File: src/rtl/lsu_defs_pkg.sv
`default_nettype none
//==============================================================================
// Module   : lsu_defs (package)
// Desc     : Shared encodings for the memory-stage load/store unit.
// Revision : 1.0 - initial release
//==============================================================================
package lsu_defs;

    localparam logic [3:0] c_LS_LW  = 4'b0001;
    localparam logic [3:0] c_LS_LH  = 4'b0010;
    localparam logic [3:0] c_LS_LHU = 4'b0011;
    localparam logic [3:0] c_LS_LB  = 4'b0100;
    localparam logic [3:0] c_LS_LBU = 4'b0101;
    localparam logic [3:0] c_LS_SW  = 4'b0110;
    localparam logic [3:0] c_LS_SH  = 4'b0111;
    localparam logic [3:0] c_LS_SB  = 4'b1000;

    localparam logic [4:0] c_EXC_ADEL = 5'd4;
    localparam logic [4:0] c_EXC_ADES = 5'd5;
    localparam logic [4:0] c_EXC_DBE  = 5'd7;

    localparam logic [1:0] c_ST_IDLE = 2'd0;
    localparam logic [1:0] c_ST_BUSY = 2'd1;
    localparam logic [1:0] c_ST_DONE = 2'd2;

    function automatic logic f_isLoad(input logic [3:0] op);
        return (op >= c_LS_LW) && (op <= c_LS_LBU);
    endfunction

    function automatic logic f_isStore(input logic [3:0] op);
        return (op >= c_LS_SW) && (op <= c_LS_SB);
    endfunction

endpackage
`default_nettype wire

File: src/rtl/m_load_ext.sv
`default_nettype none
//==============================================================================
// Module   : m_load_ext
// Desc     : Selects the addressed halfword/byte of a load word and extends it.
// Revision : 1.0 - initial release
//==============================================================================
module m_load_ext
    import lsu_defs::*;
(
    input  logic [31:0] rdata,
    input  logic [3:0]  op,
    input  logic [1:0]  addrLo,
    output logic [31:0] extData
);

    logic [15:0] w_half;
    logic [31:0] w_shifted;
    logic [7:0]  w_byte;

    always_comb begin
        w_half    = addrLo[1] ? rdata[31:16] : rdata[15:0];
        w_shifted = rdata >> {addrLo, 3'b000};
        w_byte    = w_shifted[7:0];
        case (op)
            c_LS_LH:  extData = {{16{w_half[15]}}, w_half};
            c_LS_LHU: extData = {16'h0000, w_half};
            c_LS_LB:  extData = {{24{w_byte[7]}}, w_byte};
            c_LS_LBU: extData = {24'h000000, w_byte};
            default:  extData = rdata;
        endcase
    end

endmodule
`default_nettype wire

File: src/rtl/m_lsu_ctrl.sv
`default_nettype none
//==============================================================================
// Module   : m_lsu_ctrl
// Desc     : Memory-stage load/store unit with bus handshake, address checks,
//            bus timeout and registered load extension.
// Revision : 1.0 - initial release
//==============================================================================
module m_lsu_ctrl
    import lsu_defs::*;
#(
    parameter logic [31:0] DM_BASE = 32'h0000_0000,
    parameter logic [31:0] DM_SIZE = 32'h0000_3000,
    parameter int          TIMEOUT = 16,
    parameter int          CNT_W   = 8
) (
    input  logic        clk,
    input  logic        reset,
    input  logic        req_valid,
    input  logic [3:0]  lsOp_M,
    input  logic [31:0] addr_M,
    input  logic [31:0] wdata_M,
    input  logic        flush,
    output logic        stall_M,
    output logic        done,
    output logic [31:0] readData_M,
    output logic        exc_valid,
    output logic [4:0]  exc_code,
    output logic        bus_req,
    output logic        bus_we,
    output logic [31:0] bus_addr,
    output logic [3:0]  bus_byteen,
    output logic [31:0] bus_wdata,
    input  logic        bus_ack,
    input  logic [31:0] bus_rdata
);

    localparam logic [CNT_W-1:0] c_TO_LAST = CNT_W'(TIMEOUT - 1);

    logic [1:0]       r_state;
    logic [CNT_W-1:0] r_cnt;
    logic             r_kill;
    logic [3:0]       r_op;
    logic [1:0]       r_addrLo;
    logic [31:0]      r_busAddr;
    logic             r_busWe;
    logic [3:0]       r_byteen;
    logic [31:0]      r_wdata;
    logic [31:0]      r_readData;

    logic        w_misalign;
    logic [31:0] w_offset;
    logic        w_idleReq;
    logic        w_accept;
    logic        w_addrFault;
    logic        w_busy;
    logic        w_killed;
    logic        w_toHit;
    logic        w_busTimeout;
    logic [3:0]  w_byteen;
    logic [31:0] w_wdata;
    logic [31:0] w_extData;
    logic [4:0]  w_excCode;

    always_comb begin
        w_misalign = 1'b0;
        w_byteen   = 4'b0000;
        w_wdata    = 32'h0000_0000;
        case (lsOp_M)
            c_LS_LW, c_LS_SW:           w_misalign = (addr_M[1:0] != 2'b00);
            c_LS_LH, c_LS_LHU, c_LS_SH: w_misalign = addr_M[0];
            default:                    w_misalign = 1'b0;
        endcase
        case (lsOp_M)
            c_LS_SW: begin
                w_byteen = 4'b1111;
                w_wdata  = wdata_M;
            end
            c_LS_SH: begin
                w_byteen = addr_M[1] ? 4'b1100 : 4'b0011;
                w_wdata  = {2{wdata_M[15:0]}};
            end
            c_LS_SB: begin
                w_byteen = 4'b0001 << addr_M[1:0];
                w_wdata  = {4{wdata_M[7:0]}};
            end
            default: begin
                w_byteen = 4'b0000;
                w_wdata  = 32'h0000_0000;
            end
        endcase
    end

    // Offset compare keeps the range check free of a constant lower bound.
    assign w_offset    = addr_M - DM_BASE;
    assign w_idleReq   = (r_state == c_ST_IDLE) && req_valid && !flush
                         && (f_isLoad(lsOp_M) || f_isStore(lsOp_M));
    assign w_addrFault = w_idleReq && (w_misalign || (w_offset >= DM_SIZE));
    assign w_accept    = w_idleReq && !w_addrFault;

    assign w_busy       = (r_state == c_ST_BUSY);
    assign w_killed     = r_kill || flush;
    assign w_toHit      = w_busy && !bus_ack && (r_cnt == c_TO_LAST);
    // A killed instruction never raises the bus error; the transfer just ends.
    assign w_busTimeout = w_toHit && !w_killed;

    always_comb begin
        w_excCode = 5'd0;
        if (w_addrFault)
            w_excCode = f_isLoad(lsOp_M) ? c_EXC_ADEL : c_EXC_ADES;
        else if (w_busTimeout)
            w_excCode = c_EXC_DBE;
    end

    m_load_ext u_loadExt (
        .rdata   (bus_rdata),
        .op      (r_op),
        .addrLo  (r_addrLo),
        .extData (w_extData)
    );

    always_ff @(posedge clk) begin
        if (reset) begin
            r_state    <= c_ST_IDLE;
            r_cnt      <= '0;
            r_kill     <= 1'b0;
            r_op       <= 4'b0000;
            r_addrLo   <= 2'b00;
            r_busAddr  <= 32'h0000_0000;
            r_busWe    <= 1'b0;
            r_byteen   <= 4'b0000;
            r_wdata    <= 32'h0000_0000;
            r_readData <= 32'h0000_0000;
        end else begin
            case (r_state)
                c_ST_IDLE: begin
                    if (w_accept) begin
                        r_op      <= lsOp_M;
                        r_addrLo  <= addr_M[1:0];
                        r_busAddr <= {addr_M[31:2], 2'b00};
                        r_busWe   <= f_isStore(lsOp_M);
                        r_byteen  <= w_byteen;
                        r_wdata   <= w_wdata;
                        r_cnt     <= '0;
                        r_kill    <= 1'b0;
                        r_state   <= c_ST_BUSY;
                    end
                end
                c_ST_BUSY: begin
                    r_cnt <= r_cnt + CNT_W'(1);
                    if (flush)
                        r_kill <= 1'b1;
                    if (bus_ack) begin
                        if (!w_killed && f_isLoad(r_op))
                            r_readData <= w_extData;
                        r_state <= w_killed ? c_ST_IDLE : c_ST_DONE;
                    end else if (w_toHit) begin
                        r_state <= c_ST_IDLE;
                    end
                end
                c_ST_DONE: r_state <= c_ST_IDLE;
                default:   r_state <= c_ST_IDLE;
            endcase
        end
    end

    assign stall_M    = w_accept || w_busy;
    assign done       = (r_state == c_ST_DONE);
    assign readData_M = r_readData;
    assign exc_valid  = w_addrFault || w_busTimeout;
    assign exc_code   = w_excCode;
    assign bus_req    = w_busy;
    assign bus_we     = r_busWe;
    assign bus_addr   = r_busAddr;
    assign bus_byteen = r_byteen;
    assign bus_wdata  = r_wdata;

endmodule
`default_nettype wire

File: config.mk
export PLATFORM = sky130hd
export DESIGN_NAME = m_lsu_ctrl
export DESIGN_NICKNAME = d
export VERILOG_FILES = /design/src/rtl/lsu_defs_pkg.sv /design/src/rtl/m_load_ext.sv /design/src/rtl/m_lsu_ctrl.sv
export SDC_FILE = /design/constraint.sdc
export NUM_CORES = 1
export LEC_CHECK = 0
export BUFFER_PORTS_ARGS = -buffer_cell sky130_fd_sc_hd__buf_2
export CAP_MARGIN = 20
export CORE_MARGIN = 2
export CORE_UTILIZATION = 48
export CTS_CLUSTER_SIZE = 12
export DETAILED_ROUTE_END_ITERATION = 8
export HOLD_SLACK_MARGIN = 0.02
export PLACE_DENSITY = 0.89
export SYNTH_ARGS = -nofsm -noshare
export SYNTH_HDL_FRONTEND = slang
export SYNTH_SLANG_ARGS = --single-unit
File: constraint.sdc
create_clock -name clk -period 2.6 [get_ports clk]
set_clock_uncertainty 0.1 [all_clocks]
set_input_delay 0.26 -clock clk [delete_from_list [all_inputs] [get_ports clk]]
set_output_delay 0.26 -clock clk [all_outputs]
set_load 0.02 [all_outputs]
==> impl_metrics.tcl, run 1 <==
set metrics [dict create \
    power_density_nw_per_um2 574.0 \
    maxSlewHeadroom 0.5315 \
    ios 215 \
    async_flop_share 0 \
    clk_latency_ps 500 \
    muxShareOfSynthArea 0.05183 \
    swShare 0.2481 \
    cp-end-kind "output port" \
    synth_ff_type "dfxtp_1" \
    syn_inst 635 \
    worstMarginPinSlew_ps 700.1 \
    hold_viol 0 \
    syn_area_sq_um 5190 \
    layout_min_cycle_time_ps 2498 \
    core_sq_um 10420 \
    p_comb_frac 0.075 \
    yosys.area_share.simple 0.2355 \
    cts.reportedPaths.clkPinSlew_ps 60 \
    synth_top_family_by_area "simple AND/OR/NAND/NOR gates" \
    dr.pass1.iters 6 \
    design_power_total_mw 4.431 \
    port_buffers 210 \
    synthToLayoutAreaGrowth_pct 48.72 \
    required_ps 2240 \
    drcViolationCount 0 \
    final_antenna_net_count 0 \
    fin_nets 1017 \
    worst_hold_startpoint "lsOp_M[3]" \
    worstHoldEndpoint "r_op[3]" \
    share_seq_of_total_power 0.401 \
    gp_congestion 0.8924 \
    cts.sinks 116 \
    ys_warn_count 0 \
    std_cell_rows 37 \
    grt_pass1_vias 5918 \
    overflow 0 \
    grt_setup_unrepaired "no" \
    die_h_um 108.0 \
    clock.fmax_ghz 0.4003 \
    p_clk_frac 0.524 \
    grt_max_degree 60 \
    path_max_fanout 5 \
    layout-drive-gt1-share 0.3214 \
    hpwl_um 10900 \
    whs_path_depth 3 \
    die_w_um 108.0 \
    vias 6209 \
    ir_drop_v 0.0003296 \
    worstPathArrival_ps 2140 \
    nFillCells 732 \
    initial_core_util 0.4983 \
    post_drt_wl_per_cell_um 18.11 \
    cts_htree_levels 4 \
    worstReg2RegEnd "readData_M[3]" \
    timing.rr.start "r_op[1]" \
    slew_violations 0 \
    hold_class "in2reg" \
    synth-seq-cells 116 \
    setup_violations 0 \
    synth_xor_area_frac 0 \
    vias_per_cell 5.847 \
    cts_max_path_buffers 2 \
    synthAdderAreaFrac 0.002411 \
    r2r_slack_ps 130 \
    grt_util_all_layers 0.3193 \
    p_int_mw 3.331 \
    cts_tree "built" \
    cts-root-buf "clkbuf_8" \
    synth_top_cell_area_share 0.4474 \
    ys_seq_area_frac 0.4474 \
    wl_um 19240 \
    cts_made_buffers 17 \
    critical_path_class "in2out" \
    synth.avg_cell_area_sq_um 8.173 \
    die-area_sq_um 11660 \
    synth_area_leaders "dfxtp_1, a21oi_1, nand2_1" \
    yosys.area.top_type "dfxtp_1" \
    power.leakage_nw 3.636 \
    synth-edff-count 0 \
    drv_cap 0 \
    post-route-period-util 0.9608 \
    outcome "finished, final reports clean" \
    grt_pass1_wl_um 29160 \
    reg2regPathDepth 5 \
    power_switching_mw 1.099 \
    antenna_found_initial 0 \
    synth_compound_area_frac 0.2165 \
    yosysUniqueCellTypes 49 \
    fin_setup_tns_ps 0 \
    drtIter0Drc 760 \
    critPathLaunchType "primary input" \
]
sequential cells by signal (all words and copies together) (netlist names):
name / count
readData_M: 32
bus_wdata: 32
r_addrLo: 2
r_kill: 1
r_op: 4
bus_we: 1
bus_addr: 30
bus_byteen: 4
r_state: 2
r_cnt: 8
worst max-delay path by stage:
stage	from	endpoint	slack, ps
global route	r_cnt[0]	exc_code[0]	20
global placement	addr_M[13]	bus_addr[24]	230
detailed placement	addr_M[13]	bus_addr[22]	190
finish	addr_M[1]	stall_M	100
floorplan	lsOp_M[1]	exc_code[0]	200
CTS	addr_M[1]	exc_code[0]	10
area by class of cell:
| cell class | count | area, sq um | share of cell area |
|---|---|---|---|
| Clock buffer | 17 | 414.1 | 0.05366 |
| Inverter | 6 | 22.52 | 0.002918 |
| Timing Repair Buffer | 303 | 1923 | 0.2491 |
| Multi-Input combinational cell | 467 | 2691 | 0.3487 |
| Tap cell | 136 | 170.2 | 0.02205 |
| Clock inverter | 15 | 167.7 | 0.02172 |
| Sequential cell | 116 | 2325 | 0.3012 |
| Antenna cell | 2 | 5.005 | 0.0006484 |
logic make-up (layout without fill, tap and decap cells):
group	after synthesis	in the layout
buffers and inverters	55	341
DFF	116	116
other	1	6
muxes	23	23
and+or+nand+nor	254	254
adders and majority gates	1	1
AOI/OAI and AO/OA	185	185
worst max-delay path, stage by stage:
cell,delay (ps)
dlygate4sd3_1,540
buf_2,160
nor2_1,110
nor4_1,60
buf_4,160
or4_4,580
nand2_1,100
buf_2,160
routing by layer:
layer,GRT usage,vias to the layer above,wire [um]
met5,0,-,0
met1,0.3644,2803,6953
met4,0.2299,0,1400
met2,0.5211,480,9077
li1,-,2784,-
met3,0.07836,142,1805
stage by stage:
| step | worst slack (ps) | hold slack (ps) | utilization | instance area (sq um) | instances |
|---|---|---|---|---|---|
| floorplan | 196.2 | 291.0 | - | 5201 | 638 |
| global placement | 233.6 | 333.1 | 0.6180 | 6437 | 960 |
| detailed placement | 188.5 | 337.9 | 0.6180 | 6437 | 960 |
| CTS | 12.53 | 28.30 | 0.7362 | 7669 | 1056 |
| global route | 17.95 | 59.28 | 0.7405 | 7714 | 1060 |
| finish | 102.0 | 69.49 | 0.7410 | 7719 | 1062 |
power by group through the flow:
stage	Combinational, mW	Clock (mW)	Sequential [mW]
after floorplan	0.114	0	1.82
after global placement	0.234	0	1.82
after detailed placement	0.238	0	1.82
after CTS	0.311	2.33	1.78
after global routing	0.354	2.41	1.78
final	0.334	2.32	1.78
layout by cell type, fill, tap and decap left out, drive strengths merged, types with 16 or more instances in the layout:
master	n
dfxtp	116
dlygate4sd3	64
nand2	110
buf	239
nor2	33
mux2i	19
clkbuf	17
nand3	34
a21oi	89
and2	16
o21ai	35
repair_timing:
action,4_1_cts,5_1_grt
endpoints found under the hold margin,61,0
gates cloned,0,1
pin swaps,0,3
endpoints found under the setup margin,1,6
hold buffers,64,0
setup buffers,0,2
gates resized for setup,2,7
synthesized netlist by cell type, types with 2 or more instances:
master / number
buf_4: 6
mux2i_1: 19
nor2b_1: 11
or3_1: 7
nand2_1: 110
nand3b_1: 6
a31oi_1: 7
a211oi_1: 5
clkbuf_1: 36
mux4_2: 3
a2111o_1: 2
buf_2: 6
a22o_1: 8
and2_1: 16
o21ai_0: 35
a31o_2: 8
inv_1: 5
nand2b_1: 5
nor4b_1: 2
nand3_1: 33
o21bai_1: 8
and3_1: 10
nor3b_1: 4
and3b_1: 2
nor2_1: 33
or2_2: 2
a21oi_1: 89
nor4_1: 6
a21o_1: 11
nor3_1: 2
a22oi_1: 3
o31ai_1: 2
or4_1: 2
dfxtp_1: 116
Note: power is estimated with default switching activity, not from simulation.
==> run 2: changes to the inputs <==
Settings changed: SETUP_SLACK_MARGIN from default to 0.3.
==> run 2 against run 1 <==
  * Sequential power hardly changed
  * Global-route usage decreased by 2.0 points
  * Core utilization is 0.49 points higher
  * Clock power down 4%
  * Critical path depth unchanged
  * Sequential share of layout area shrank 0.086 points
  * Largest cell class unchanged
==> impl_metrics.tcl, run 2 (synthesis results as in run 1) <==
set metrics [dict create \
    initial_core_util 0.4983 \
    regArea_sq_um 2333 \
    required_ps 2240 \
    maxSlewHeadroom 0.4666 \
    cp-endpoint "exc_code[2]" \
    cts.reportedPaths.clkPinSlew_ps 60 \
    hold_viol 0 \
    multi_input_area_sq_um 2763 \
    worstReg2RegEnd "readData_M[9]" \
    fin_nets 1014 \
    cts_tree "built" \
    grt_util_all_layers 0.2996 \
    post-route-period-util 0.8984 \
    setup_violations 0 \
    p_comb_frac 0.078 \
    clock.fmax_ghz 0.4281 \
    swShare 0.2466 \
    port_buffers 210 \
    overflow 0 \
    hpwl_um 11060 \
    grt_setup_unrepaired "yes" \
    num_antenna_cells 0 \
    vias 6077 \
    dp_slack_ps 228.2 \
    layout_min_cycle_time_ps 2336 \
    hold_class "in2reg" \
    outcome "finished, final reports clean" \
    p_int_mw 3.267 \
    core_sq_um 10420 \
    layout-drive-gt1-share 0.3322 \
    ir_drop_v 0.0004773 \
    gp_congestion 0.9147 \
    r2r_slack_ps 400 \
    cp-end-kind "output port" \
    timing.rr.start "r_state[1]" \
    nFillCells 734 \
    postLayoutSetupSlackWorst_ps 264.2 \
    fin_setup_tns_ps 0 \
    cts-root-buf "clkbuf_8" \
    die_h_um 108.0 \
    cts_made_buffers 17 \
    synthToLayoutAreaGrowth_pct 49.71 \
    cts.sinks 116 \
    final_antenna_net_count 0 \
    critPathLaunchType "primary input" \
    critical_path_class "in2out" \
    power.leakage_nw 3.620 \
    cts_max_path_buffers 2 \
    ios 215 \
    dr.pass1.iters 7 \
    wl_um 18400 \
    globalRouteMet1Util 0.3598 \
    post_drt_wl_per_cell_um 17.41 \
    cts_htree_levels 4 \
    grt_pass1_vias 5691 \
    p_clk_frac 0.512 \
    power_density_nw_per_um2 558.0 \
    reg2regPathDepth 6 \
    power_switching_mw 1.069 \
    die_w_um 108.0 \
    drv_cap 0 \
    grt_max_degree 59 \
    antenna_found_initial 0 \
    drtIter0Drc 615 \
    path_max_fanout 3 \
    share_seq_of_total_power 0.409 \
    worstMarginPinSlew_ps 797.1 \
    vias_per_cell 5.749 \
    most-common-layout-cells "buf_2, dfxtp_1, nand2_1, a21oi_1, dlygate4sd3_1" \
    slew_violations 0 \
    startpoint "addr_M[16]" \
    clk_latency_ps 500 \
    grtUsageMet3 0.07354 \
    grt_pass1_wl_um 27610 \
    worstPathArrival_ps 1980 \
    final_common_cell "buf_2" \
    std_cell_rows 37 \
    die-area_sq_um 11660 \
    met2_usage 0.4820 \
    whs_path_depth 2 \
    grt.busiest_layer "met2" \
    drcViolationCount 0 \
]
==> run 2: changes by cell type in the layout (fill, tap and decap cells not counted), sizes merged <==
cell         previous run  this run
diode                   2         0
buf                   239       238
dlygate4sd3            64        62
clkinvlp                1         3
bufinv                  2         1
clkbuf                 17        18
clkinv                  6         4
==> run 2: per-stage QoR <==
stage | instances | instance area, sq um | power, mW | util | hold slack (ps)
after global routing | 1057 | 7770 | 4.469 | 0.7459 | 42.15
after floorplan | 638 | 5201 | 1.931 | - | 291.0
final | 1057 | 7770 | 4.336 | 0.7459 | 48.47
after global placement | 958 | 6422 | 2.053 | 0.6166 | 333.9
after CTS | 1053 | 7680 | 4.335 | 0.7373 | 20.51
after detailed placement | 958 | 6422 | 2.056 | 0.6166 | 338.9
==> run 2: worst max-delay path: stages <==
cell and delay, ps:
buf_2 100, nor4_1 340, nand3_1 190, buf_4 200
nor3_1 500, o21ai_4 90, buf_4 150, buf_2 150
==> run 2: cell type report <==
| cell class | instances | area share |
|---|---|---|
| clock inverters | 14 | 0.01836 |
| repair buffers | 300 | 0.2459 |
| flip-flops and latches | 116 | 0.3003 |
| well taps | 136 | 0.02190 |
| inverters | 6 | 0.002899 |
| clock buffers | 18 | 0.05507 |
| multi-input cells | 467 | 0.3556 |
==> run 2: power by group through the flow <==
stage / Clock (mW) / Combinational, mW / Sequential [mW]
global placement: 0 / 0.237 / 1.82
finish: 2.22 / 0.340 / 1.78
floorplan: 0 / 0.115 / 1.82
detailed placement: 0 / 0.240 / 1.82
CTS: 2.24 / 0.317 / 1.78
global route: 2.34 / 0.359 / 1.77
==> run 2: worst min-delay path by stage <==
stage	from	end	slack [ps]
CTS	reset	bus_wdata[11]	20
global route	reset	bus_wdata[12]	40
global placement	bus_wdata[0]	bus_wdata[0]	330
floorplan	wdata_M[0]	bus_wdata[0]	290
detailed placement	bus_addr[24]	bus_addr[24]	340
finish	reset	bus_wdata[11]	50
==> run 2: routing by layer <==
layer | vias up | share of wire
li1 | 2793 | -
met1 | 2753 | 0.38
met2 | 427 | 0.47
met3 | 104 | 0.098
met4 | 0 | 0.056
met5 | - | 0
==> run 2: what timing repair did <==
item,CTS,global route
pin swaps,4,3
setup endpoints to repair,23,17
gates resized for setup,16,13
hold endpoints to repair,62,0
buffers inserted,1,3
hold buffers,62,0
